## src/rtl/sign_mag_pkg.sv

```systemverilog
// Shared sign-magnitude helpers for the adder/subtractor pair.
// Compare/select is width-generic via zero-extension to MAX_W bits.
package sign_mag_pkg;

    localparam int MAX_W = 64;
    localparam logic [MAX_W-1:0] POS_ZERO = '0;

    typedef struct packed {
        logic swap;
        logic sign;
        logic op_add;
    } sel_t;

    function automatic int sign_pos(input int n);
        return n - 1;
    endfunction

    function automatic int mag_w(input int n);
        return n - 1;
    endfunction

    // b_sign is the effective sign: raw for add, inverted for subtract
    function automatic sel_t sm_select(
        input logic [MAX_W-1:0] a_mag,
        input logic [MAX_W-1:0] b_mag,
        input logic             a_sign,
        input logic             b_sign
    );
        sel_t r;
        r.swap   = !(a_mag > b_mag);
        r.sign   = r.swap ? b_sign : a_sign;
        r.op_add = (a_sign == b_sign);
        return r;
    endfunction

endpackage

```

## src/rtl/sign_mag_sel.sv

```systemverilog
// Combinational compare/select for a - b in sign-magnitude form.
// Orders magnitudes and picks the result sign and operation.
module sign_mag_sel
    import sign_mag_pkg::*;
#(
    parameter int N = 4
) (
    input  logic [N-1:0] a,
    input  logic [N-1:0] b,
    output logic [N-2:0] max_mag,
    output logic [N-2:0] min_mag,
    output logic         sign,
    output logic         op_add
);

    localparam int SP = sign_pos(N);
    localparam int MW = mag_w(N);

    logic [MW-1:0] a_mag;
    logic [MW-1:0] b_mag;
    logic          bs;
    sel_t          sel;

    assign a_mag = a[MW-1:0];
    assign b_mag = b[MW-1:0];
    assign bs    = ~b[SP];

    assign sel = sm_select(
        {{(MAX_W-MW){1'b0}}, a_mag},
        {{(MAX_W-MW){1'b0}}, b_mag},
        a[SP],
        bs
    );

    assign max_mag = sel.swap ? b_mag : a_mag;
    assign min_mag = sel.swap ? a_mag : b_mag;
    assign sign    = sel.sign;
    assign op_add  = sel.op_add;

endmodule

```

## src/rtl/sign_mag_sub_pipe.sv

```systemverilog
// Two-stage sign-magnitude subtractor with valid/ready on both sides.
// Stage 1 registers compare/select, stage 2 registers the result.
module sign_mag_sub_pipe
    import sign_mag_pkg::*;
#(
    parameter int N = 4
) (
    input  logic         clk,
    input  logic         rst_n,
    input  logic         in_valid,
    output logic         in_ready,
    input  logic [N-1:0] a,
    input  logic [N-1:0] b,
    output logic         out_valid,
    input  logic         out_ready,
    output logic [N-1:0] diff,
    output logic         ovf,
    output logic         zero
);

    localparam int SP = sign_pos(N);
    localparam int MW = mag_w(N);

    logic [MW-1:0] sel_max;
    logic [MW-1:0] sel_min;
    logic          sel_sign;
    logic          sel_op_add;

    logic          s1_valid;
    logic [MW-1:0] s1_max;
    logic [MW-1:0] s1_min;
    logic          s1_sign;
    logic          s1_op_add;
    logic          s2_valid;

    logic          s1_load;
    logic          s2_load;

    logic [N-1:0]  sum;
    logic [MW-1:0] mag_c;
    logic          ovf_c;
    logic [N-1:0]  diff_c;
    logic          zero_c;

    sign_mag_sel #(.N(N)) u_sel (
        .a       (a),
        .b       (b),
        .max_mag (sel_max),
        .min_mag (sel_min),
        .sign    (sel_sign),
        .op_add  (sel_op_add)
    );

    assign s2_load   = !s2_valid || out_ready;
    assign s1_load   = !s1_valid || s2_load;
    assign in_ready  = s1_load;
    assign out_valid = s2_valid;

    always_ff @(posedge clk or negedge rst_n) begin
        if (!rst_n) begin
            s1_valid  <= 1'b0;
            s1_max    <= '0;
            s1_min    <= '0;
            s1_sign   <= 1'b0;
            s1_op_add <= 1'b0;
        end else if (s1_load) begin
            s1_valid <= in_valid;
            if (in_valid) begin
                s1_max    <= sel_max;
                s1_min    <= sel_min;
                s1_sign   <= sel_sign;
                s1_op_add <= sel_op_add;
            end
        end
    end

    // Add path is N bits wide so the carry lands in the sign slot as ovf
    always_comb begin
        sum    = {1'b0, s1_max} + {1'b0, s1_min};
        mag_c  = s1_max - s1_min;
        ovf_c  = 1'b0;
        diff_c = POS_ZERO[N-1:0];
        zero_c = 1'b0;
        if (s1_op_add) begin
            mag_c = sum[MW-1:0];
            ovf_c = sum[SP];
        end
        if (!ovf_c && mag_c == '0) begin
            zero_c = 1'b1;
        end else begin
            diff_c = {s1_sign, mag_c};
        end
    end

    always_ff @(posedge clk or negedge rst_n) begin
        if (!rst_n) begin
            s2_valid <= 1'b0;
            diff     <= '0;
            ovf      <= 1'b0;
            zero     <= 1'b0;
        end else if (s2_load) begin
            s2_valid <= s1_valid;
            if (s1_valid) begin
                diff <= diff_c;
                ovf  <= ovf_c;
                zero <= zero_c;
            end
        end
    end

endmodule

```

## config.mk

```make
export PLATFORM = sky130hd
export DESIGN_NAME = sign_mag_sub_pipe
export DESIGN_NICKNAME = d
export VERILOG_FILES = /design/src/rtl/sign_mag_pkg.sv /design/src/rtl/sign_mag_sel.sv /design/src/rtl/sign_mag_sub_pipe.sv
export SDC_FILE = /design/constraint.sdc
export NUM_CORES = 1
export LEC_CHECK = 0
export BUFFER_PORTS_ARGS = -buffer_cell sky130_fd_sc_hd__buf_2
export CAP_MARGIN = 20
export CORE_ASPECT_RATIO = 0.9
export CORE_UTILIZATION = 55
export CTS_BUF_LIST = sky130_fd_sc_hd__clkbuf_8
export CTS_CLUSTER_DIAMETER = 150
export DETAILED_ROUTE_END_ITERATION = 16
export PLACE_DENSITY = 0.88
export SLEW_MARGIN = 25
export SYNTH_ARGS = -nofsm -noshare
export SYNTH_HDL_FRONTEND = slang
export SYNTH_HIERARCHICAL = 1
export SYNTH_SLANG_ARGS = --single-unit
```

## constraint.sdc

```tcl
create_clock -name clk -period 2.3 [get_ports clk]
set_input_delay 0.46 -clock clk [delete_from_list [all_inputs] [get_ports clk]]
set_output_delay 0.46 -clock clk [all_outputs]
set_load 0.02 [all_outputs]
```

* After elaboration in Yosys (flattened, before gate mapping)
Index checks and enable logic that the tools add are counted.
** Storage, ports and cells
- Input port bits :: 12
- Register bits :: 16
- Output and inout port bits :: 8
** Cells by class
- Eq/ne operators :: 1
- Add/sub/neg operators :: 2
- Multiplexer cells :: 7
- Magnitude comparators :: 1
- Bitwise logic cells :: 1
- Reductions and logical operators :: 9
** Operator list (count)
- 3-bit 2-to-1 mux :: 3
- 3-bit by 3-bit adder with 4-bit output :: 1
- 4-bit 2-to-1 mux :: 1
- 2-bit AND reduction :: 2
- 3-bit greater-than comparator :: 1
- 1-bit logical NOT :: 3
- 3-bit logical NOT :: 1
- 1-bit 2-to-1 mux :: 3
- 3-bit subtractor :: 1
- 1-bit logical OR :: 2
- 1-bit == test :: 1
- 1-bit logical AND :: 1
- 1-bit NOT :: 1

* Longest topological paths before layout
Gate-level depths: netlist of run 1.
- Word-level depth :: 5
- Gate-level depth with buffers :: 7
- Depth with buffers taken out :: 7

* Hierarchy
The synthesis of run 1 kept the hierarchy.
** Modules (own cells, without submodules)
- sign_mag_sub_pipe :: cells each 60, instances 1, area each 769.5 µm², sequential area each 400.4 µm²
- sign_mag_sel :: cells each 21, instances 1, area each 185.2 µm², sequential area each 0.0 µm²

* Least setup slack after synthesis of run 1
Ideal clock, no wire load.
- Kind :: input to register
- From :: in b[2]
- To :: reg s1_max[0]
- Arrival time :: 1.695 ns
- Slack :: 0.480 ns
- Cell stages on the path :: 7
- Buffers on the path :: 0
- Required time :: 2.175 ns
- Path through :: inv_1 -> ha_1 -> nand2_1 -> o21ai_2 -> nand2_4 -> mux2_4 -> mux2_2
** Between the ends
- Word-level cells in the longest chain between the ends :: 2
** Ends and longest elaborated chain
- start: declaration :: line sign_mag_sub_pipe.sv:13 : input logic [N-1:0] b,
- 3-bit greater-than comparator :: line sign_mag_pkg.sv:30 : r.swap = !(a_mag > b_mag);
- 3-bit 2-to-1 mux :: line sign_mag_sel.sv:35 : assign max_mag = sel.swap ? b_mag : a_mag;
- via sel_max[0] :: line sign_mag_sub_pipe.sv:24 : logic [MW-1:0] sel_max;
- end signal: assignment :: line sign_mag_sub_pipe.sv:69 : s1_max <= sel_max;
- end: declaration :: line sign_mag_sub_pipe.sv:30 : logic [MW-1:0] s1_max;
The timed path passes the listed nets, and every way through them passes these cells.
A chain may end at the register's enable or synchronous reset.

* Final worst setup path of run 1
- From :: reg s1_min[0]
- To :: reg zero
** Between the ends
- Word-level cells in the longest chain between the ends :: 5
** Ends and longest elaborated chain
- start: declaration :: line sign_mag_sub_pipe.sv:31 : logic [MW-1:0] s1_min;
- start signal: assignment :: line sign_mag_sub_pipe.sv:70 : s1_min <= sel_min;
- 3-bit subtractor / 3-bit by 3-bit adder with 4-bit output (equally long branches) :: line sign_mag_sub_pipe.sv:80, sign_mag_sub_pipe.sv:79
- 3-bit 2-to-1 mux / 1-bit 2-to-1 mux (equally long branches) :: line sign_mag_sub_pipe.sv:84 : if (s1_op_add) begin
- 3-bit logical NOT / 1-bit logical NOT (equally long branches) :: line sign_mag_sub_pipe.sv:88 : if (!ovf_c && mag_c == '0) begin
- 1-bit logical AND (*) :: line sign_mag_sub_pipe.sv:88
- 1-bit 2-to-1 mux (*) :: line sign_mag_sub_pipe.sv:88
- end signal: assignment :: line sign_mag_sub_pipe.sv:106 : zero <= zero_c;
- end: declaration :: line sign_mag_sub_pipe.sv:18 : output logic zero
Mark *: on every way between the ends. The rest lies on a longest branch, timed or not.

==> results of run 1 <==
through the flow:
stage | worst slack (ns) | power, mW | util (%)
after floorplan | 0.480 | 0.705 | -
after global placement | 0.352 | 0.807 | 70.5
after detailed placement | 0.287 | 0.837 | 70.5
after CTS | 0.406 | 1.09 | 74.1
after global routing | 0.338 | 1.15 | 74.1
final | 0.409 | 1.08 | 74.1
placed cells by master, fill, tap and decap left out, drive strengths merged, types with 3 or more instances in the layout:
cell     n
nand2    8
a21oi    3
nand2b   4
clkbuf   4
inv      8
dfrtp   16
buf     19
ha       8
o21ai    6
mux2    16
registers in the layout, summed over array words and instances (netlist names):
name and flops:
s1_min 3, zero 1, s1_sign 1, s1_max 3
out_valid 1, diff 4, s1_op_add 1, s1_valid 1
ovf 1
cell families after synthesis:
kind of cell,count (synthesis),synth area share [%]
AOI/OAI and AO/OA,9,5.11
buffers and inverters,8,3.15
DFF,16,41.9
adders and majority gates,10,14.7
xor gates and xnor gates,2,1.84
muxes,18,22.5
and+or+nand+nor,18,10.7
worst max-delay path, stage by stage (launching register included):
cell     delay, ns
dfrtp_1       0.41
ha_1          0.23
fa_1          0.38
mux2i_1       0.19
xnor2_1       0.18
nor4b_2       0.09
mux2_1        0.29
layer usage:
metal / GRT usage (%) / up-vias
li1: - / 321
met1: 26.8 / 312
met2: 38.3 / 10
met3: 6.52 / 4
met4: 8.82 / 0
met5: 0 / -
worst min path at each step:
stage | cells after the start | start | to | slack [ns]
after floorplan | 0 | rst_n | diff[0] | 0.16
after global placement | 1 | rst_n | diff[1] | 0.39
after detailed placement | 1 | rst_n | diff[1] | 0.39
after CTS | 1 | rst_n | diff[1] | 0.12
after global routing | 1 | rst_n | diff[1] | 0.14
final | 1 | rst_n | diff[1] | 0.11
final cells by class:
cell class / count / area, sq um / share of cell area (%)
multi-input combinational: 57 / 524 / 46.3
inverter: 8 / 30.0 / 2.65
timing repair buffer: 19 / 95.1 / 8.40
tap: 22 / 27.5 / 2.43
sequential: 16 / 400 / 35.4
clock buffer: 4 / 55.1 / 4.86
where the power goes:
group | switching, mW | internal [mW]
Combinational | 0.220 | 0.189
Clock | 0.0976 | 0.152
Sequential | 0.0588 | 0.361
Total | 0.376 | 0.702
==> impl_metrics.py, run 1 <==
metrics = {
    "synthesis": {
        "yosysTopAreaCell": "dfrtp_1",
        "synth_cell_types": 21,
        "postSynthCellCount": 81,
        "yosys-top-cells-count": "16 x dfrtp_1, 11 x mux2_2, 8 x ha_1, 8 x inv_1, 7 x nand2_1",
        "yosys-top-cells-area": "dfrtp_1 42%, mux2_2 13%, ha_1 10%, mux2_4 6.3%, fa_1 4.2%",
        "synthFlopType": "dfrtp_1",
        "syn-num-nets": 103,
        "syn_area_per_cell_sq_um": 11.8,
        "netlist_area_sq_um": 955,
        "async_flop_share_pct": 100,
        "synth_edf_count": 0,
        "yosys_warnings": 6,
        "seq_area_frac_synth_pct": 41.9,
        "synth_top_area_share_pct": 41.9,
        "synth_seq_cells": 16,
        "synth.most_common_cell": "dfrtp_1",
    },
    "setup_path": {
        "required_ns": 2.43,
        "ff2ff_path_depth": 6,
        "worstSetupEndpoint": "zero",
        "path_max_fanout": 3,
        "startpoint_type": "flop",
        "r2r_start": "s1_min[0]",
        "crit_path_end_kind": "flop",
        "crit_type": "flop to flop",
        "cp-startpoint": "s1_min[0]",
        "rr_endpoint": "zero",
        "cp_data_arrival_time_ns": 2.02,
        "r2r_slack_ns": 0.41,
    },
    "route": {
        "antenna_left": 0,
        "wl_per_cell_um": 13.7,
        "drt_iter0_markers": 6,
        "viasPerCell": 5.13,
        "route.met3.wl_um": 44,
        "vias": 647,
        "route.detailed.drc": 0,
        "wl_met2_um": 928,
        "routed_wl_um": 1730,
        "highest_layer": "met4",
        "wl_met1_um": 725,
        "dr.pass1.iters": 4,
    },
    "floorplanning": {
        "coreArea_sq_mm": 0.00153,
        "start_util_pct": 62.4,
        "die_h_um": 41.5,
        "io-pin-count": 20,
        "rows": 13,
        "die_area_sq_mm": 0.00191,
        "die_w_um": 45.9,
    },
    "finish": {
        "fillCellCount": 119,
        "final_cell_area_sq_mm": 0.00113,
        "drive_gt1_share_pct": 39.4,
        "nets": 127,
        "syn_to_final_growth_pct": 18.6,
        "final_cells": 126,
        "num_antenna_cells": 0,
    },
    "placement": {
        "post-place-cells": 122,
        "portBuffers": 19,
        "hpwl_um": 1420,
        "place.gp.congestion": 0.729,
        "place_area_sq_mm": 0.00108,
    },
    "power": {
        "ir_drop_uv": 606,
        "p_leak_nw": 0.578,
        "powerDensity_mw_per_mm2": 952,
    },
    "cts": {
        "clockBufferDepth": 2,
        "cts-resized-gates": 0,
        "cts_root_buf": "clkbuf_8",
        "cts.sinks": 16,
        "cts_made_buffers": 3,
        "clock_latency_ns": 0.25,
        "holdBufCountCts": 0,
        "ctsHtreeMaxLevel": 1,
        "cts_setup_buffers": 0,
        "clkSlewWorstSetupHoldPaths_ns": 0.06,
        "cts_tree": "done",
    },
    "hold_path": {
        "hp-class": "input pin to asynchronous set/reset pin",
    },
    "grt": {
        "grt_pass1_wl_um": 3030,
        "grt_pass1_vias": 667,
        "overflow": 0,
        "antenna_found_initial": 0,
        "grt_max_degree": 17,
        "grt_usage_pct": 22.9,
    },
    "sta": {
        "relSlewSlack_pct": 75.6,
        "skew_ns": 0.00335,
        "finalHoldViolCount": 0,
        "slew_violations": 0,
        "hold_ws_ns": 0.111,
        "fin_crit_sh_pct": 82.2,
        "fmax_ghz": 0.529,
        "rsz0062_at_grt": "no",
        "worst_slew_pin_slew_ns": 0.366,
        "finalSetupViolations": 0,
        "period_minus_slack_ns": 1.89,
        "tns_ns": 0,
    },
    "job": {
        "cap_viol_max_count": 0,
    },
    "run_status": {
        "status": "complete, no violations",
    },
}
No activity file was read; power rests on OpenSTA's default activity.
==> inputs of run 2 (changes only) <==
clock period = 1.8 ns   (was 2.3 ns; I/O delays follow)
==> run 2 against run 1 <==
Net effect: the run now ends with setup timing left; sequential share of layout area is 2.5 points lower; register-to-register slack worse by 0.43 ns; cell area is 7.6% higher; cell count is 4.0% higher; sequential power is 28% higher; first-iteration DRC count is 17% higher; count of clock-buffer cells in the layout stayed put; clock skew is 0.0022 ns lower; utilization is 5.6 points higher; clock power is 27% higher; critical path type unchanged; critical endpoint unchanged; largest power group is now combinational cells.
==> impl_metrics.py, run 2 (same netlist as run 1, synthesis figures left out) <==
metrics = {
    "grt": {
        "antenna_found_initial": 0,
        "grt_usage_pct": 22.4,
        "grt_pass1_vias": 691,
        "overflow": 0,
        "grt_max_degree": 17,
        "grt_pass1_wl_um": 2950,
    },
    "route": {
        "dr.pass1.iters": 4,
        "drt_iter0_markers": 7,
        "routed_wl_um": 1730,
        "wl_met2_um": 897,
        "antenna_left": 0,
        "wl_per_cell_um": 13.2,
        "highest_layer": "met4",
        "route.detailed.drc": 0,
        "vias": 665,
        "route.met3.wl_um": 53,
        "viasPerCell": 5.08,
        "wl_met1_um": 752,
    },
    "cts": {
        "cts_made_buffers": 3,
        "cts.sinks": 16,
        "clockBufferDepth": 2,
        "cts_tree": "done",
        "ctsHtreeMaxLevel": 1,
        "clkSlewWorstSetupHoldPaths_ns": 0.06,
        "clock_latency_ns": 0.25,
        "cts_root_buf": "clkbuf_8",
    },
    "sta": {
        "skew_ns": 0.00115,
        "finalSetupViolations": 1,
        "worst_slew_pin_slew_ns": 0.346,
        "rsz0062_at_grt": "yes",
        "setup_ws_ns": -0.0176,
        "finalHoldViolCount": 0,
        "period_minus_slack_ns": 1.82,
        "slew_violations": 0,
        "hold_ws_ns": 0.00604,
        "relSlewSlack_pct": 76.9,
        "fmax_ghz": 0.550,
        "fin_crit_sh_pct": 101,
    },
    "finish": {
        "nets": 132,
        "largestRegisters": "diff: 4 flops, s1_max: 3 flops, s1_min: 3 flops",
        "drive_gt1_share_pct": 50.5,
        "final_common_cell": "buf_2",
        "final_cell_area_sq_mm": 0.00122,
        "num_antenna_cells": 0,
        "fillCellCount": 109,
        "largest_reg_flops": 4,
        "syn_to_final_growth_pct": 27.7,
        "final_cell_mix": "19 x buf_2, 16 x dfrtp_1, 11 x mux2_2",
        "final_cells": 131,
        "regMostFlops": "diff",
    },
    "run_status": {
        "status": "finished with violations",
        "violations": "setup timing",
    },
    "setup_path": {
        "r2r_slack_ns": -0.02,
        "crit_path_end_kind": "flop",
        "rr_endpoint": "zero",
        "startpoint_type": "flop",
        "r2r_start": "s1_max[0]",
        "crit_type": "flop to flop",
        "cp_data_arrival_time_ns": 2.01,
        "required_ns": 1.99,
        "path_max_fanout": 3,
        "ff2ff_path_depth": 7,
    },
    "power": {
        "powerDensity_mw_per_mm2": 1250,
        "combPwrFrac_pct": 44.1,
        "p_leak_nw": 0.610,
        "pwr-share-clk_pct": 20.8,
        "seqPwrFrac_pct": 35.2,
        "p_int_mw": 0.995,
        "ir_drop_uv": 741,
        "netSwitchingFraction_pct": 34.8,
        "switching_power_mw": 0.531,
    },
    "placement": {
        "post-place-cells": 126,
        "place_area_sq_mm": 0.00111,
        "place.gp.congestion": 0.761,
        "post-place-ws_ns": -0.0958,
        "portBuffers": 19,
        "hpwl_um": 1300,
    },
    "floorplanning": {
        "die_area_sq_mm": 0.00191,
        "rows": 13,
        "start_util_pct": 62.4,
        "coreArea_sq_mm": 0.00153,
        "die_h_um": 41.5,
        "io-pin-count": 20,
        "die_w_um": 45.9,
    },
    "hold_path": {
        "hp-class": "input pin to asynchronous set/reset pin",
    },
    "job": {
        "cap_viol_max_count": 0,
    },
}
[run 2: cell types whose count changed in the layout (fill, tap and decap cells not counted), moves of 2 or more]
| cell | delta |
|---|---|
| fa_1 | -2 |
| fa_2 | +2 |
| ha_2 | +2 |
| buf_4 | +5 |
| ha_1 | -2 |
[run 2: metal layers]
| layer | vias up | track usage (%) |
|---|---|---|
| met5 | - | 0 |
| met4 | 0 | 8.82 |
| met3 | 5 | 7.83 |
| met2 | 11 | 36.6 |
| met1 | 317 | 26.2 |
| li1 | 332 | - |
[run 2: metrics by stage]
step                      setup TNS (ns)  power (mW)  util (%)
final                            -0.0176        1.53      79.7
after global routing              -0.225        1.63      79.7
after CTS                        -0.0988        1.46      77.7
after detailed placement          -0.586        1.08      72.4
after global placement            -0.178        1.05      72.4
after floorplan                        0       0.901         -
[run 2: worst max-delay path by stage]
| stage | slack (ns) | start | to |
|---|---|---|---|
| after floorplan | 0.07 | s1_max[0] | zero |
| after global placement | -0.04 | a[2] | s1_max[0] |
| after detailed placement | -0.1 | b[2] | s1_max[1] |
| after CTS | -0.07 | s1_min[0] | zero |
| after global routing | -0.12 | s1_max[0] | zero |
| final | -0.02 | s1_max[0] | zero |
[run 2: layout make-up]
type                       count  area [sq um]  share of cell area (%)
inverter                       8          30.0                    2.46
tap                           22          27.5                    2.26
sequential                    16           400                    32.9
timing repair buffer          24           133                    10.9
multi-input combinational     57           573                    47.0
clock buffer                   4          55.1                    4.52
[run 2: critical path, cell delays in order (launching register included)]
cell     delay (ns)
dfrtp_1        0.37
inv_1          0.07
ha_2           0.19
fa_2           0.53
nor2_2         0.04
a21oi_2        0.13
nor4b_4        0.24
mux2_4         0.19
[run 2: timing repair]
action,4_1_cts,5_1_grt
gates resized for setup,7,4
endpoints found under the setup margin,2,2
hold buffers,0,0
buffers inserted,0,1
pin swaps,4,3
[run 2: power by group through the flow]
stage          Combinational [mW]  Sequential, mW  Clock (mW)
3_5_place_dp                0.544           0.536           0
6_report                    0.673           0.536       0.317
4_1_cts                     0.607           0.533       0.322
5_1_grt                     0.736           0.554       0.341
2_1_floorplan               0.296           0.605           0
3_3_place_gp                0.517           0.528           0
==> inputs of run 3 (changes only) <==
CORE_UTILIZATION = 60   (was 55)
PLACE_DENSITY = 0.94   (was 0.88)
clock period = 2.1 ns   (was 1.8 ns; I/O delays follow)
==> run 3 against run 2 <==
Net effect: the flow now finishes without violations; worst setup slack gained 0.26 ns; via count down 1.1%; sequential power down 15%; clock power down 14%.
==> impl_metrics.py, run 3 (same netlist as run 1, synthesis figures left out) <==
metrics = {
    "run_status": {
        "status": "complete, no violations",
    },
    "placement": {
        "post-place-ws_ns": 0.0823,
        "hpwl_um": 1280,
        "post-place-cells": 115,
        "portBuffers": 19,
        "place.gp.congestion": 0.717,
        "place_area_sq_mm": 0.00107,
    },
    "floorplanning": {
        "start_util_pct": 65.2,
        "die_w_um": 44.0,
        "io-pin-count": 20,
        "die_h_um": 39.8,
        "rows": 13,
        "coreArea_sq_mm": 0.00146,
        "die_area_sq_mm": 0.00175,
    },
    "cts": {
        "ctsHtreeMaxLevel": 1,
        "cts_setup_buffers": 0,
        "cts_root_buf": "clkbuf_8",
        "clock_latency_ns": 0.25,
        "cts_made_buffers": 3,
        "clockBufferDepth": 2,
        "clkSlewWorstSetupHoldPaths_ns": 0.06,
        "cts-resized-gates": 0,
        "cts_tree": "done",
        "holdBufCountCts": 0,
        "cts.sinks": 16,
    },
    "finish": {
        "nets": 127,
        "largest_reg_flops": 4,
        "largestRegisters": "diff: 4 flops, s1_max: 3 flops, s1_min: 3 flops",
        "final_cell_mix": "19 x buf_2, 16 x dfrtp_1, 11 x mux2_2",
        "final_common_cell": "buf_2",
        "final_cells": 119,
        "final_cell_area_sq_mm": 0.00112,
        "num_antenna_cells": 0,
        "regMostFlops": "diff",
        "syn_to_final_growth_pct": 17.7,
        "drive_gt1_share_pct": 39.4,
    },
    "sta": {
        "finalHoldViolCount": 0,
        "finalSetupViolations": 0,
        "period_minus_slack_ns": 1.86,
        "fmax_ghz": 0.539,
        "setup_ws_ns": 0.244,
        "rsz0062_at_grt": "no",
        "relSlewSlack_pct": 75.6,
        "skew_ns": 0.00249,
        "tns_ns": 0,
        "slew_violations": 0,
        "fin_crit_sh_pct": 88.4,
        "worst_slew_pin_slew_ns": 0.366,
    },
    "route": {
        "routed_wl_um": 1670,
        "viasPerCell": 5.53,
        "vias": 658,
        "drt_iter0_markers": 4,
        "route.detailed.drc": 0,
        "wl_per_cell_um": 14.0,
        "dr.pass1.iters": 4,
        "antenna_left": 0,
    },
    "grt": {
        "grt_usage_pct": 23.0,
        "grt_pass1_wl_um": 2720,
        "antenna_found_initial": 0,
        "grt_max_degree": 17,
        "grt_pass1_vias": 615,
        "overflow": 0,
    },
    "setup_path": {
        "cp_data_arrival_time_ns": 1.99,
        "ff2ff_path_depth": 6,
        "crit_path_end_kind": "flop",
        "path_max_fanout": 3,
        "startpoint_type": "flop",
        "required_ns": 2.23,
        "crit_type": "flop to flop",
    },
    "power": {
        "powerDensity_mw_per_mm2": 1050,
        "p_leak_nw": 0.578,
        "ir_drop_uv": 492,
    },
    "hold_path": {
        "hp-class": "input pin to asynchronous set/reset pin",
    },
    "job": {
        "cap_viol_max_count": 0,
    },
}
-- run 3: routing by layer --
| metal | up-vias | global-route usage [%] | share of wire [%] |
|---|---|---|---|
| met4 | 0 | 11.4 | 1.9 |
| met3 | 4 | 4.15 | 3.7 |
| met5 | - | 0 | 0 |
| met1 | 315 | 25.4 | 42 |
| met2 | 20 | 42.6 | 52 |
| li1 | 319 | - | - |
-- run 3: path summary, 6_finish.rpt --
check / from / endpoint / slack, ns
max: s1_min[0] / zero / 0.24
min: rst_n / s1_max[1] / 0.07
max reg2reg: s1_min[0] / zero / 0.24
min reg2reg: diff[1] / diff[1] / 0.47
max in group asynchronous: rst_n / s1_op_add / 1.76
min in group clk: in_valid / s1_valid / 0.38
-- run 3: area by class of cell --
class / count / area (sq um)
Inverter: 8 / 30.0
Multi-Input combinational cell: 57 / 524
Fill cell: 99 / 340
Tap cell: 15 / 18.8
Timing Repair Buffer: 19 / 95.1
Sequential cell: 16 / 400
Clock buffer: 4 / 55.1
-- run 3: worst max-delay path, cell delays in order (launching register included) --
cell	delay, ns
dfrtp_1	0.42
ha_1	0.23
fa_1	0.37
mux2i_1	0.17
xnor2_1	0.17
nor4b_2	0.09
mux2_1	0.28
-- run 3: power by group --
part	leakage, nW	total [mW]	internal [mW]	switching [mW]
Sequential	0.191	0.456	0.395	0.0609
Combinational	0.359	0.445	0.207	0.238
Clock	0.0288	0.273	0.166	0.107
Total	0.578	1.17	0.769	0.406
-- run 3: metrics by stage --
| step | hold WS (ns) | util, % | total power, mW |
|---|---|---|---|
| floorplan | 0.124 | - | 0.772 |
| global placement | 0.345 | 73.0 | 0.876 |
| detailed placement | 0.347 | 73.0 | 0.904 |
| CTS | 0.0765 | 76.8 | 1.19 |
| global route | 0.0929 | 76.8 | 1.25 |
| finish | 0.0740 | 76.8 | 1.17 |
